**src/rtl/fetch_pkg.sv**
```systemverilog
// rtl/fetch_pkg.sv - shared types and default parameters for the fetch unit
package fetch_pkg;

  localparam int DEF_INSTR_W   = 16;
  localparam int DEF_ADDR_W    = 16;
  localparam int DEF_DEPTH     = 4;
  localparam int DEF_BR_IMM_W  = 6;
  localparam int DEF_JMP_IMM_W = 12;
  localparam int DEF_RESET_PC  = 0;

  // RUN: may issue; WAIT_RSP: granted, awaiting data;
  // DROP_RSP: finishing a request whose data is stale; HALTED: until reset.
  typedef enum logic [1:0] {
    RUN      = 2'd0,
    WAIT_RSP = 2'd1,
    DROP_RSP = 2'd2,
    HALTED   = 2'd3
  } fetch_state_e;

  // One buffered instruction together with the address it was fetched from.
  typedef struct packed {
    logic [DEF_INSTR_W-1:0] instr;
    logic [DEF_ADDR_W-1:0]  pc;
  } fetch_entry_t;

endpackage

```
**src/rtl/fetch_buffer.sv**
```systemverilog
// rtl/fetch_buffer.sv - circular prefetch FIFO with flush
module fetch_buffer #(
  parameter  int WIDTH = 32,
  parameter  int DEPTH = 4,
  localparam int PTR_W = $clog2(DEPTH),
  localparam int CNT_W = PTR_W + 1
) (
  input  logic             clk,
  input  logic             rst_n,
  input  logic             en,
  input  logic             flush,
  input  logic             push,
  input  logic [WIDTH-1:0] wdata,
  input  logic             pop,
  output logic [WIDTH-1:0] rdata,
  output logic [CNT_W-1:0] count,
  output logic             full,
  output logic             empty
);

  logic [WIDTH-1:0] mem [DEPTH];
  logic [PTR_W-1:0] wr_ptr;
  logic [PTR_W-1:0] rd_ptr;
  logic             do_push;
  logic             do_pop;

  assign full    = (count == CNT_W'(DEPTH));
  assign empty   = (count == '0);
  assign do_push = push & ~full;
  assign do_pop  = pop & ~empty;
  assign rdata   = mem[rd_ptr];

  // Pointer and occupancy bookkeeping; flush discards everything at once.
  always_ff @(posedge clk or negedge rst_n) begin
    if (!rst_n) begin
      wr_ptr <= '0;
      rd_ptr <= '0;
      count  <= '0;
    end else if (en) begin
      if (flush) begin
        wr_ptr <= '0;
        rd_ptr <= '0;
        count  <= '0;
      end else begin
        if (do_push) wr_ptr <= wr_ptr + PTR_W'(1);
        if (do_pop)  rd_ptr <= rd_ptr + PTR_W'(1);
        case ({do_push, do_pop})
          2'b10:   count <= count + CNT_W'(1);
          2'b01:   count <= count - CNT_W'(1);
          default: ;
        endcase
      end
    end
  end

  // Storage array; contents are only observed while count is non-zero.
  always_ff @(posedge clk) begin
    if (en && do_push && !flush) mem[wr_ptr] <= wdata;
  end

  overflow_check: assert property (@(posedge clk) disable iff (!rst_n) (en && push) |-> !full);

endmodule

```
**src/rtl/fetch_unit.sv**
```systemverilog
// rtl/fetch_unit.sv - fetch FSM, PC and redirect logic in front of the prefetch buffer
module fetch_unit
  import fetch_pkg::*;
#(
  parameter int INSTR_W   = DEF_INSTR_W,
  parameter int ADDR_W    = DEF_ADDR_W,
  parameter int DEPTH     = DEF_DEPTH,
  parameter int BR_IMM_W  = DEF_BR_IMM_W,
  parameter int JMP_IMM_W = DEF_JMP_IMM_W,
  parameter int RESET_PC  = DEF_RESET_PC
) (
  input  logic                 clk_pi,
  input  logic                 reset_n_pi,
  input  logic                 clk_en_pi,
  output logic                 imem_req_po,
  output logic [ADDR_W-1:0]    imem_addr_po,
  input  logic                 imem_gnt_pi,
  input  logic                 imem_rvalid_pi,
  input  logic [INSTR_W-1:0]   imem_rdata_pi,
  output logic                 instr_valid_po,
  output logic [INSTR_W-1:0]   instr_po,
  output logic [ADDR_W-1:0]    instr_pc_po,
  input  logic                 instr_ready_pi,
  input  logic                 branch_taken_pi,
  input  logic [BR_IMM_W-1:0]  branch_immediate_pi,
  input  logic                 jump_taken_pi,
  input  logic [JMP_IMM_W-1:0] jump_immediate_pi,
  input  logic                 halt_pi,
  output logic                 halted_po
);

  localparam int CNT_W = $clog2(DEPTH) + 1;
  localparam int BUF_W = INSTR_W + ADDR_W;

  fetch_state_e      state;
  logic              req_q;
  logic [ADDR_W-1:0] addr_q;
  logic [ADDR_W-1:0] fetch_pc;

  logic [BUF_W-1:0]  head;
  logic [CNT_W-1:0]  count;
  logic              full;
  logic              empty;
  logic              head_valid;
  logic              consume;
  logic              halt_ev;
  logic              redirect;
  logic              push;
  logic              room_after_rsp;
  logic [ADDR_W-1:0] br_off;
  logic [ADDR_W-1:0] jmp_off;
  logic [ADDR_W-1:0] target;

  // Head is hidden once halted so the decoder never sees leftover entries.
  assign head_valid     = ~empty & (state != HALTED);
  assign instr_valid_po = head_valid;
  assign instr_po       = head_valid ? head[BUF_W-1:ADDR_W] : '0;
  assign instr_pc_po    = head_valid ? head[ADDR_W-1:0] : '0;
  assign imem_req_po    = req_q;
  assign imem_addr_po   = addr_q;
  assign halted_po      = (state == HALTED);

  assign consume  = head_valid & instr_ready_pi;
  assign halt_ev  = consume & halt_pi;
  assign redirect = consume & (branch_taken_pi | jump_taken_pi) & ~halt_pi;

  // Offsets are sign-extended; the sum wraps naturally at ADDR_W bits.
  assign br_off  = ADDR_W'($signed(branch_immediate_pi));
  assign jmp_off = ADDR_W'($signed(jump_immediate_pi));
  assign target  = instr_pc_po + ADDR_W'(1) + (jump_taken_pi ? jmp_off : br_off);

  // A response is only kept while in WAIT_RSP; flush overrides it inside the buffer.
  assign push = (state == WAIT_RSP) & imem_rvalid_pi;

  // Space for one more fetch once the current response has landed.
  assign room_after_rsp = consume | (count < CNT_W'(DEPTH - 1));

  fetch_buffer #(
    .WIDTH (BUF_W),
    .DEPTH (DEPTH)
  ) u_buffer (
    .clk   (clk_pi),
    .rst_n (reset_n_pi),
    .en    (clk_en_pi),
    .flush (redirect | halt_ev),
    .push  (push),
    .wdata ({imem_rdata_pi, addr_q}),
    .pop   (consume),
    .rdata (head),
    .count (count),
    .full  (full),
    .empty (empty)
  );

  // Fetch sequencing: one outstanding request, redirects drain any stale response.
  always_ff @(posedge clk_pi or negedge reset_n_pi) begin
    if (!reset_n_pi) begin
      state    <= RUN;
      req_q    <= 1'b0;
      addr_q   <= '0;
      fetch_pc <= ADDR_W'(RESET_PC);
    end else if (clk_en_pi) begin
      case (state)
        RUN: begin
          if (halt_ev) begin
            state <= HALTED;
            req_q <= 1'b0;
          end else if (redirect) begin
            fetch_pc <= target;
            if (req_q) begin
              state <= DROP_RSP;
              if (imem_gnt_pi) req_q <= 1'b0;
            end
          end else if (req_q) begin
            if (imem_gnt_pi) begin
              req_q    <= 1'b0;
              fetch_pc <= fetch_pc + ADDR_W'(1);
              state    <= WAIT_RSP;
            end
          end else if (!full) begin
            req_q  <= 1'b1;
            addr_q <= fetch_pc;
          end
        end
        WAIT_RSP: begin
          if (halt_ev) begin
            state <= HALTED;
          end else if (redirect) begin
            fetch_pc <= target;
            state    <= imem_rvalid_pi ? RUN : DROP_RSP;
          end else if (imem_rvalid_pi) begin
            state <= RUN;
            if (room_after_rsp) begin
              req_q  <= 1'b1;
              addr_q <= fetch_pc;
            end
          end
        end
        DROP_RSP: begin
          if (req_q) begin
            if (imem_gnt_pi) req_q <= 1'b0;
          end else if (imem_rvalid_pi) begin
            state <= RUN;
          end
        end
        HALTED: begin
          req_q <= 1'b0;
        end
        default: state <= RUN;
      endcase
    end
  end

endmodule

```
**config.mk**
```make
export PLATFORM = sky130hd
export DESIGN_NAME = fetch_unit
export DESIGN_NICKNAME = d
export VERILOG_FILES = /design/src/rtl/fetch_pkg.sv /design/src/rtl/fetch_buffer.sv /design/src/rtl/fetch_unit.sv
export SDC_FILE = /design/constraint.sdc
export NUM_CORES = 1
export LEC_CHECK = 0
export CORE_AREA = 2 2 153 125
export DETAILED_ROUTE_END_ITERATION = 8
export DIE_AREA = 0 0 155 127
export GPL_TIMING_DRIVEN = 0
export PLACE_DENSITY = 0.71
export SLEW_MARGIN = 40
export SYNTH_ARGS = -nofsm -noshare
export SYNTH_HDL_FRONTEND = slang
export SYNTH_SLANG_ARGS = --single-unit
```
**constraint.sdc**
```tcl
create_clock -name clk_pi -period 3.96 [get_ports clk_pi]
set_input_delay 0.396 -clock clk_pi [delete_from_list [all_inputs] [get_ports clk_pi]]
set_output_delay 0.396 -clock clk_pi [all_outputs]
set_load 0.03 [all_outputs]
```
* After elaboration in Yosys (flattened, before gate mapping)
Memories as Yosys holds them, arrays and structs flattened.
Cells that the tools add are included.
** Word-level totals
- Bits in read-only memories :: 0
- Memory bits (writable) :: 128
- Output and inout port bits :: 51
- Register bits after elaboration :: 42
- Memories kept :: 1
- Logic and storage cells :: 117
- Latch bits :: 0
** Cells by class
- Bitwise gates (word level) :: 14
- Magnitude comparators :: 1
- Eq/ne operators :: 21
- Divide/modulo/power cells :: 0
- Mux-type cells :: 49
- Shift operators :: 0
- $mul :: 0
- Add/sub/neg operators :: 7
- Reduce and logical (&&, ||, !) cells :: 17
** Memories
- u_buffer.mem :: words 4, bits a word 32, rd ports 1, clocked after memory_dff 0, wr ports 1, RTL line fetch_buffer.sv:21 : logic [WIDTH-1:0] mem [DEPTH];
** Operators with widths (count)
- two-way mux 16 bit :: 17
- one-hot mux 16 bit (2 select lines) :: 2
- adder 16 x 1 -> 16 bit, second input constant :: 2
- two-way mux 2 bit :: 14
- != test 2 bit, second input constant :: 11
- adder 16 bit :: 1
- two-way mux 1 bit :: 12
- AND reduction 10 bit :: 1
- AND reduction 5 bit :: 2
- != test 3 bit, second input constant :: 3
- bitwise AND 1 bit :: 8
- AND reduction 7 bit :: 1
- == test 2 bit, second input constant :: 3
- one-hot mux 2 bit (3 select lines) :: 1
- one-hot mux 3 bit (2 select lines) :: 1
- AND reduction 2 bit :: 3
- nonzero test 2 bit :: 3
- nonzero test 3 bit :: 2
- adder 2 x 1 -> 2 bit, second input constant :: 2
- == test 2 x 1 -> 1 bit, second input constant :: 2
- != test 4 bit, second input constant :: 1
- one-hot mux 1 bit (4 select lines) :: 1
- adder 3 x 1 -> 3 bit, second input constant :: 1
- == test 3 bit, second input constant :: 1
- 9 further kinds :: 14

* Depth between registers and ports, before layout
Gate-level depths: netlist (run 1).
- Depth after elaboration :: 11
- Gate-level depth with buffers :: 15
- Gate-level depth less buffers :: 14

* By module
From an unflattened synthesis (run 1), not the netlist that was laid out.
** Second synthesis, totals
- Cells, all modules :: 599
- Area total of the unflattened synthesis :: 8346.8 um2
** By module, submodules not included
- fetch_buffer :: times used 1, cells each 236, area an instance 5240.0 um2
- fetch_unit :: times used 1, cells each 363, area an instance 3106.7 um2

* Least setup slack after synthesis (run 1)
OpenSTA, ideal clock, no wires.
- Path type :: flip-flop to flip-flop
- From :: register state[0]
- To :: register fetch_pc[15]
- Required time :: 3.834 ns
- Cell stages (with the launch flop) :: 14
- Setup time :: 0.126 ns
- Period minus slack after synthesis :: 3.904 ns
- Slack :: 0.056 ns
- Data arrival time :: 3.778 ns
- Path through :: dfrtp_1 -> ha_1 -> or2_2 -> inv_1 -> clkbuf_1 -> and2_1 -> ha_1 -> and4_1 -> and2_4 -> o21a_1 -> a311o_1 -> a211oi_2 -> xnor2_1 -> a221o_1
** Between the ends
- Longest elaborated chain between the ends :: 8
** Ends and longest elaborated chain
- from (decl) :: RTL line fetch_unit.sv:35 : fetch_state_e state;
- from (signal assigned) :: RTL line fetch_unit.sv:130 : state <= imem_rvalid_pi ? RUN : DROP_RSP;
- != test 2 bit * :: RTL line fetch_unit.sv:55 : assign head_valid = ~empty & (state != HALTED);
- bitwise AND 1 bit * :: RTL line fetch_unit.sv:55
- named net instr_valid_po :: RTL line fetch_unit.sv:20 : output logic instr_valid_po,
- two-way mux 16 bit * :: RTL line fetch_unit.sv:58 : assign instr_pc_po = head_valid ? head[ADDR_W-1:0] : '0;
- named net instr_pc_po[7] :: RTL line fetch_unit.sv:22 : output logic [ADDR_W-1:0] instr_pc_po,
- adder 16 x 1 -> 16 bit * :: RTL line fetch_unit.sv:70 : assign target = instr_pc_po + ADDR_W'(1) + (jump_taken_pi ? jmp_off : br_off);
- adder 16 bit * :: RTL line fetch_unit.sv:70
- two-way mux 16 bit, on equally long branches :: RTL line fetch_unit.sv:128, fetch_unit.sv:108
- two-way mux 16 bit, on equally long branches :: RTL line fetch_unit.sv:126, fetch_unit.sv:105
- one-hot mux 16 bit (2 select lines) * :: RTL line fetch_unit.sv:103 : case (state)
- to (signal assigned) :: RTL line fetch_unit.sv:101 : fetch_pc <= ADDR_W'(RESET_PC);
- to (signal assigned) :: RTL line fetch_unit.sv:109 : fetch_pc <= target;
- to (signal assigned) :: RTL line fetch_unit.sv:129 : fetch_pc <= target;
- to (decl) :: RTL line fetch_unit.sv:38 : logic [ADDR_W-1:0] fetch_pc;
Mark *: on every way through the listed nets, which the timed path passes. The rest lies on a longest branch. The select of a mux whose other input is x is not followed.
A chain may end at the register's enable or synchronous reset.

* Worst setup path in the final report (run 1)
- From :: register state[1]
- To :: register fetch_pc[15]
** Between the ends
- Longest elaborated chain between the ends :: 8
** Ends and longest elaborated chain (RTL line)
- != test 2 bit :: fetch_unit.sv:55
- bitwise AND 1 bit :: fetch_unit.sv:55
- two-way mux 16 bit or bitwise AND 1 bit (tied branches) :: fetch_unit.sv:58, fetch_unit.sv:63
- adder 16 x 1 -> 16 bit or bitwise AND 1 bit (tied branches) :: fetch_unit.sv:70, fetch_unit.sv:65
- adder 16 bit or bitwise AND 1 bit (tied branches) :: fetch_unit.sv:70, fetch_unit.sv:65
- two-way mux 16 bit, on equally long branches :: fetch_unit.sv:128, fetch_unit.sv:108
- two-way mux 16 bit, on equally long branches :: fetch_unit.sv:126, fetch_unit.sv:105
- one-hot mux 16 bit (2 select lines) :: fetch_unit.sv:103
Parallel ways exist; a longest one is shown, timed or not. The select of a mux whose other input is x is not followed.

==> summary.md, run 1 <==
| Metric | Value |
|---|---|
| Internal Pwr Total | 4.88 mW |
| Final Instance Area | 0.00984 mm² |
| Largest net degree at the start of global routing | 34 |
| Xor and xnor area share after synthesis | 1.64% |
| Post-synthesis sequential element count | 170 |
| Final number of max-transition violations | 0 |
| Clock Root Buffer | sky130_fd_sc_hd__clkbuf_16 |
| Gate count after technology mapping | 571 |
| TritonCTS clock tree | done |
| Number of antenna violations at the first check in global routing | 1 |
| Net switching power | 3.37 mW |
| Synthesized area divided by synthesized cell count | 14.0 µm² |
| Worst path cell trace | ha_1 -> or2_2 -> clkinvlp_4 -> buf_2 -> and2_1 -> ha_1 -> and4_1 -> and2_4 -> o21a_1 -> a311o_1 -> a211oi_2 -> xnor2_1 -> a221o_1 |
| Max frequency | 262 MHz |
| Status | completed |
| Commonest non-fill, non-tap cell in the layout | sky130_fd_sc_hd__edfxtp_1 |
| Dpl hpwl | roughly 13 mm |
| Sequential Power Share | 31.3% |
| Synth Net Count | 641 |
| Iteration-0 DRC Markers | about 510 |
| Kind of start point of the critical path | flop |
| Count of port buffers added during placement | slightly above 90 |
| Highest cell delay on the worst timing path | around 420 ps |
| Final Hold Viols | 0 |
| Clk network pwr share | between 15 and 20% |
| Part of the total power dissipated in combinational logic | 49.3% |
| Rel. slew slack | 55.1% |
| Final antenna diode count | 0 |
| Path type of the worst setup path | flop to flop |
| Worst setup timing slack at the placement stage | -228 ps |
| Post-CTS Setup Bufs | 0 |
| First-pass GRT wire length | 28.1 mm |
| Number of H-tree levels | 4 |
| Total clock sinks | 170 |
| Die area | approximately 0.02 mm² |
| Capturing element type of the critical path | flop |
| Class of the most critical hold timing path | input pin to async pin |
| Die span in x | 155 µm |
| Required arrival time at the worst endpoint | 4260 ps |
| Weighted congestion at the end of routability-driven global placement | 0.918 |
| Row Count | 44 |
| Post-synth ARST share | 24.7% |
| Drt first pass iters | 5 |
| Starting density of the core | 44.5% |
| Most common cell on crit path | sky130_fd_sc_hd__ha_1 |
| Final clock period utilization by the worst path | a little over nine tenths |
| Clock Pin Slew Worst Setup and Hold Paths | 70 ps |
| Worst-skew pair later-pin latency | 420 ps |
| Worst R2R Setup Slack | approximately 140 ps |
| Final wirelength | about 18 mm |
| Arithmetic-cell share of the synthesized area counting full adders, half adders and majority gates | roughly 4.4% |
| Commonest cells after routing, fill and taps aside | sky130_fd_sc_hd__edfxtp_1, sky130_fd_sc_hd__clkdlybuf4s50_1, sky130_fd_sc_hd__nand2_1 |
| Most instantiated flip-flop cell in the synthesis netlist | sky130_fd_sc_hd__edfxtp_1 |
| Number of nets in the layout | between 700 and 800 |
| Post-Synth Simple-Gate Area | approximately a tenth |
| Cell variety after synth | 57 |
| Worst EP arrival | 4120 ps |
| Peak fanout along the critical path | 10 |
| Least-Margin Pin Slew | 667 ps |
| Number of enable-type register cells in the synthesized netlist | 128 |
| Post-Syn Area | 0.00801 mm² |
| RSZ-0062 raised after global routing | false |
| Master of the slowest instance on the critical path | sky130_fd_sc_hd__dfrtp_1 |
| Share of synthesized area occupied by flip-flops and latches | 61.1% |
| Fraction of the mapped netlist area in compound gates | under 10% |
| Cell area after placement | a little over 0.009 mm² |
| Post-detailed-route DRC marker count | 0 |
| Number of vias in the routed layout | ~5200 |
| Clock skew after layout | approximately 11 ps |
| CTS buffer count | 17 |
| Maximum vdd drop | about 0.00044 V |
| Post-DR wirelength/cell | 19.5 µm |
| Dominant combinational cell family by area after synthesis | multiplexers |
| Antenna Nets Post-Route | 0 |
| Final number of setup-violating endpoints | 0 |
| Ports | 94 |
| Clk buf depth | 2 |
| Static Leak | approximately 3.5 nW |
| Switch share | 40.9% |
| Share of cell area taken by muxes after synthesis | 12.3% |
| Power density normalized to cell area | about 840 mW/mm² |
| Overall overflow remaining after global route | 0 |
| Via/cell ratio | 5.60 |
| Core area | 0.0180 mm² |
| Layout area overhead | 22.9% |
| Vias in the first global route | 5212 |
| Die H | ~130 µm |
| GRT Util Overall | 18.7% |
| Synth warn | 0 |
| Number of max-capacitance violations reported | 0 |
| Fraction of layout cells with a size suffix above 1 | 16.5% |
| Min Tclk post-route | 3820 ps |
| Final worst setup slack | about 140 ps |
-- power groups by stage --
stage	clock network, mW	registers (mW)	logic, mW
finish	1.60	2.58	4.07
global route	1.69	2.63	4.38
CTS	1.62	2.56	4.08
detailed placement	0	2.59	4.05
global placement	0	2.57	3.96
floorplan	0	2.65	2.56
-- cells by family (layout without fill, tap and decap cells) --
family | Yosys count | in the layout
AOI/OAI and AO/OA | 99 | 99
xor gates and xnor gates | 15 | 15
adders and majority gates | 27 | 27
buffers and inverters | 38 | 163
DFF | 170 | 170
muxes | 57 | 57
and+or+nand+nor | 165 | 165
-- per-stage QoR --
stage               setup TNS (ps)  hold slack, ps  std cells  total power [mW]  util [%]
floorplan                        0             100        571              5.21         -
global placement              -384             533        893              6.54      51.2
detailed placement            -609             245        894              6.64      51.3
CTS                              0             334        927              8.26      54.6
global route                     0             345        926              8.69      54.7
finish                           0             347        926              8.25      54.7
-- routing by layer --
metal,up-vias,track usage [%],part of all wire (%),wire length [µm]
li1,2393,-,-,-
met1,2569,26.2,45,8210
met2,204,29.6,46,8380
met3,17,5.09,6.9,1260
met4,0,4.47,1.2,221
met5,-,0,0,0
-- worst max-delay path, delay by kind of cell (launching register included) --
kind	cells	cell delay, ps
buffers and inverters	2	430
AOI/OAI and AO/OA	4	1150
adders and majority gates	2	590
xor gates and xnor gates	1	110
and+or+nand+nor	4	990
DFF	1	420
-- worst paths after layout --
check,startpoint,end,cells past startpoint
max,state[1],fetch_pc[15],13
min,reset_n_pi,state[1],2
max reg2reg,state[1],fetch_pc[15],13
min reg2reg,imem_addr_po[12],u_buffer.mem[2][12],0
max in group asynchronous,reset_n_pi,imem_addr_po[9],3
min in group clk_pi,imem_addr_po[12],u_buffer.mem[2][12],0
-- final cells by class --
class | instances | area [µm²]
Clock inverter | 14 | 140
Multi-Input combinational cell | 363 | 2970
Timing Repair Buffer | 94 | 948
Clock buffer | 18 | 429
Tap cell | 230 | 288
Buffer | 22 | 110
Sequential cell | 170 | 4890
Fill cell | 1395 | 8160
Inverter | 15 | 60.1
-- repair_timing --
action | in CTS | in global routing
endpoints found under the setup margin | 5 | 4
hold buffers | 1 | 0
gates resized for setup | 6 | 8
gates cloned | 0 | 0
hold endpoints to repair | 9 | 0
-- flip-flops by register name, indices dropped and copies added (netlist names) --
| signal | cells |
|---|---|
| u_buffer.mem | 128 |
| fetch_pc | 16 |
| imem_addr_po | 16 |
| u_buffer.count | 3 |
| state | 2 |
| u_buffer.rd_ptr | 2 |
| u_buffer.wr_ptr | 2 |
| imem_req_po | 1 |
-- synth_stat cells, types with 2 or more instances --
library cell	number	share of area (%)
sky130_fd_sc_hd__a211oi_1	3	0.28
sky130_fd_sc_hd__a211oi_2	2	0.31
sky130_fd_sc_hd__a21o_1	6	0.56
sky130_fd_sc_hd__a21o_2	2	0.22
sky130_fd_sc_hd__a21oi_1	29	1.8
sky130_fd_sc_hd__a221o_1	3	0.38
sky130_fd_sc_hd__a22o_1	3	0.33
sky130_fd_sc_hd__a31oi_1	7	0.55
sky130_fd_sc_hd__and2_1	35	2.7
sky130_fd_sc_hd__and3_1	2	0.16
sky130_fd_sc_hd__buf_2	5	0.31
sky130_fd_sc_hd__buf_4	2	0.19
sky130_fd_sc_hd__clkbuf_1	15	0.70
sky130_fd_sc_hd__dfrtp_1	42	13
sky130_fd_sc_hd__edfxtp_1	128	48
sky130_fd_sc_hd__fa_1	2	0.50
sky130_fd_sc_hd__ha_1	25	3.9
sky130_fd_sc_hd__inv_1	15	0.70
sky130_fd_sc_hd__mux2_2	22	3.1
sky130_fd_sc_hd__mux2i_1	4	0.50
sky130_fd_sc_hd__mux4_2	31	8.7
sky130_fd_sc_hd__nand2_1	58	2.7
sky130_fd_sc_hd__nand2b_1	3	0.23
sky130_fd_sc_hd__nand3_1	14	0.88
sky130_fd_sc_hd__nand4_1	5	0.39
sky130_fd_sc_hd__nor2_1	24	1.1
sky130_fd_sc_hd__nor2b_1	3	0.23
sky130_fd_sc_hd__nor3_1	7	0.44
sky130_fd_sc_hd__nor4_1	3	0.23
sky130_fd_sc_hd__o211ai_1	2	0.19
sky130_fd_sc_hd__o21a_1	4	0.38
sky130_fd_sc_hd__o21ai_0	21	1.3
sky130_fd_sc_hd__o21bai_1	2	0.19
sky130_fd_sc_hd__o221ai_1	3	0.33
sky130_fd_sc_hd__o22ai_1	3	0.23
sky130_fd_sc_hd__or2_2	2	0.16
sky130_fd_sc_hd__xnor2_1	11	1.2
sky130_fd_sc_hd__xor2_1	4	0.44
Power figures use the tool's default switching activity.
==> inputs of run 2 (changes only) <==
--- a/config.mk
+++ b/config.mk
@@ -6,6 +6,7 @@
 export NUM_CORES = 1
 export LEC_CHECK = 0
 export CORE_AREA = 2 2 153 125
+export CTS_CLUSTER_DIAMETER = 150
 export DETAILED_ROUTE_END_ITERATION = 8
 export DIE_AREA = 0 0 155 127
 export GPL_TIMING_DRIVEN = 0
==> results of run 2 <==
Final layout, timing and power as in run 1 (identical DEF).
==> inputs of run 3 (changes only) <==
==> constraint.sdc (replaced) <==
create_clock -name clk_pi -period 4.3 [get_ports clk_pi]
set_input_delay 0.43 -clock clk_pi [delete_from_list [all_inputs] [get_ports clk_pi]]
set_output_delay 0.43 -clock clk_pi [all_outputs]
set_load 0.03 [all_outputs]
==> run 3 against run 2 <==
Effect of this change: count of clock-buffer cells in the layout unchanged; critical path depth unchanged; clock skew down 1.9 ps; utilization down 0.062 points; power down 8.2%; final cell count up 0.11%; global-route usage unchanged; critical path type unchanged.
==> summary.md, run 3 (synthesized netlist as in run 1, its figures left out) <==
| Metric | Value |
|---|---|
| Status | completed |
| Least-Margin Pin Slew | 671 ps |
| Post-DR wirelength/cell | 19.5 µm |
| Largest net degree at the start of global routing | 34 |
| Static Leak | 3.53 nW |
| Min Tclk post-route | 4080 ps |
| Cell area after placement | 0.00924 mm² |
| Path type of the worst setup path | flop to flop |
| Vias in the first global route | 5203 |
| Worst Hold Slack | 382 ps |
| Weighted congestion at the end of routability-driven global placement | 0.918 |
| Power density normalized to cell area | 771 mW/mm² |
| RSZ-0062 raised after global routing | false |
| Final number of setup-violating endpoints | 0 |
| Clk buf depth | 2 |
| Final clock period utilization by the worst path | 94.8% |
| Required arrival time at the worst endpoint | 4600 ps |
| Post-detailed-route DRC marker count | 0 |
| Count of port buffers added during placement | between 90 and 100 |
| Final wirelength | 18.1 mm |
| Clock skew after layout | 8.92 ps |
| Final number of max-transition violations | 0 |
| Via/cell ratio | 5.62 |
| Rel. slew slack | 54.9% |
| Dpl hpwl | 12.7 mm |
| Number of H-tree levels | 4 |
| Number of nets in the layout | 754 |
| Clock Pin Slew Worst Setup and Hold Paths | 70 ps |
| Antenna Nets Post-Route | 0 |
| Commonest cells after routing, fill and taps aside | sky130_fd_sc_hd__edfxtp_1, sky130_fd_sc_hd__clkdlybuf4s50_1, sky130_fd_sc_hd__nand2_1 |
| TritonCTS clock tree | done |
| Die area | a little under 0.02 mm² |
| Die H | 127 µm |
| Number of vias in the routed layout | roughly 5200 |
| Overall Power | 7.58 mW |
| Overall overflow remaining after global route | 0 |
| Largest reg by FF count | u_buffer.mem |
| Worst-skew pair later-pin latency | roughly 420 ps |
| Fraction of layout cells with a size suffix above 1 | between 15 and 20% |
| Commonest non-fill, non-tap cell in the layout | sky130_fd_sc_hd__edfxtp_1 |
| Max FFs per register | 128 |
| Final Hold Viols | 0 |
| Final antenna diode count | 0 |
| Die span in x | 155 µm |
| Row Count | 44 |
| Maximum vdd drop | between 0.0004 and 0.0005 V |
| Starting density of the core | 44.5% |
| Clock Root Buffer | sky130_fd_sc_hd__clkbuf_16 |
| Iteration-0 DRC Markers | 459 |
| Class of the most critical hold timing path | input pin to async pin |
| Max frequency | 245 MHz |
| GRT Util Overall | 18.7% |
| Setup TNS Final | 0 ps |
| Kind of start point of the critical path | flop |
| CTS buffer count | 17 |
| Drt first pass iters | 5 |
| Ports | 94 |
| Final Instance Area | 0.00983 mm² |
| Number of antenna violations at the first check in global routing | 1 |
| Worst EP arrival | 4370 ps |
| Layout area overhead | 22.8% |
| Total clock sinks | 170 |
| Core area | 0.0180 mm² |
| First-pass GRT wire length | ~28 mm |
| Capturing element type of the critical path | flop |
| Number of max-capacitance violations reported | 0 |
| Peak fanout along the critical path | 10 |
[run 3: worst paths after layout]
path                       cells after the start                  end  slack, ps              from
hold / removal                                 2             state[1]        380        reset_n_pi
hold reg to reg                                0  u_buffer.mem[2][12]        550  imem_addr_po[12]
setup / recovery                              13         fetch_pc[15]        220          state[1]
setup reg to reg                              13         fetch_pc[15]        220          state[1]
min in group clk_pi                            0  u_buffer.mem[2][12]        550  imem_addr_po[12]
max in group asynchronous                      3      imem_addr_po[9]       3490        reset_n_pi
[run 3: final cells by class]
| class | count | area (µm²) |
|---|---|---|
| fillers | 1397 | 8170 |
| clock inverters | 14 | 140 |
| flip-flops and latches | 170 | 4890 |
| repair buffers | 94 | 948 |
| multi-input cells | 363 | 2970 |
| plain buffers | 23 | 104 |
| inverters | 15 | 56.3 |
| clock buffers | 18 | 429 |
| well taps | 230 | 288 |
[run 3: power by group]
part           switching, mW  leakage, nW  internal (mW)
combinational           2.15         1.61           1.60
sequential             0.293         1.64           2.07
clock                  0.656        0.280          0.813
[run 3: worst max-delay path, cell delays in order, from the launching register on]
cell                       delay, ps
sky130_fd_sc_hd__dfrtp_1         430
sky130_fd_sc_hd__ha_1            260
sky130_fd_sc_hd__or2_2           320
sky130_fd_sc_hd__inv_1           250
sky130_fd_sc_hd__clkbuf_1        430
sky130_fd_sc_hd__and2_1          300
sky130_fd_sc_hd__ha_1            320
sky130_fd_sc_hd__and4_1          230
sky130_fd_sc_hd__and2_4          160
sky130_fd_sc_hd__o21a_1          160
sky130_fd_sc_hd__a311o_1         420
sky130_fd_sc_hd__a211oi_2        240
sky130_fd_sc_hd__xnor2_1         110
sky130_fd_sc_hd__a221o_1         330
[run 3: stage by stage]
step	util [%]	setup slack, ps	instances
global placement	51.2	136	893
floorplan	-	396	571
global route	54.6	38.3	927
detailed placement	51.3	112	894
CTS	54.6	86.6	927
finish	54.6	224	927
[run 3: per-layer routing]
metal | wire length, µm | GRT usage [%] | share of wire [%]
met1 | 8160 | 26.2 | 45
met2 | 8380 | 29.5 | 46
met3 | 1300 | 5.09 | 7.2
met4 | 224 | 4.47 | 1.2
met5 | 0 | 0 | 0
[run 3: what timing repair did]
item,CTS,global route
hold endpoints to repair,9,0
endpoints found under the setup margin,0,3
hold buffers,1,0
resized for setup,0,7
buffers inserted,0,0
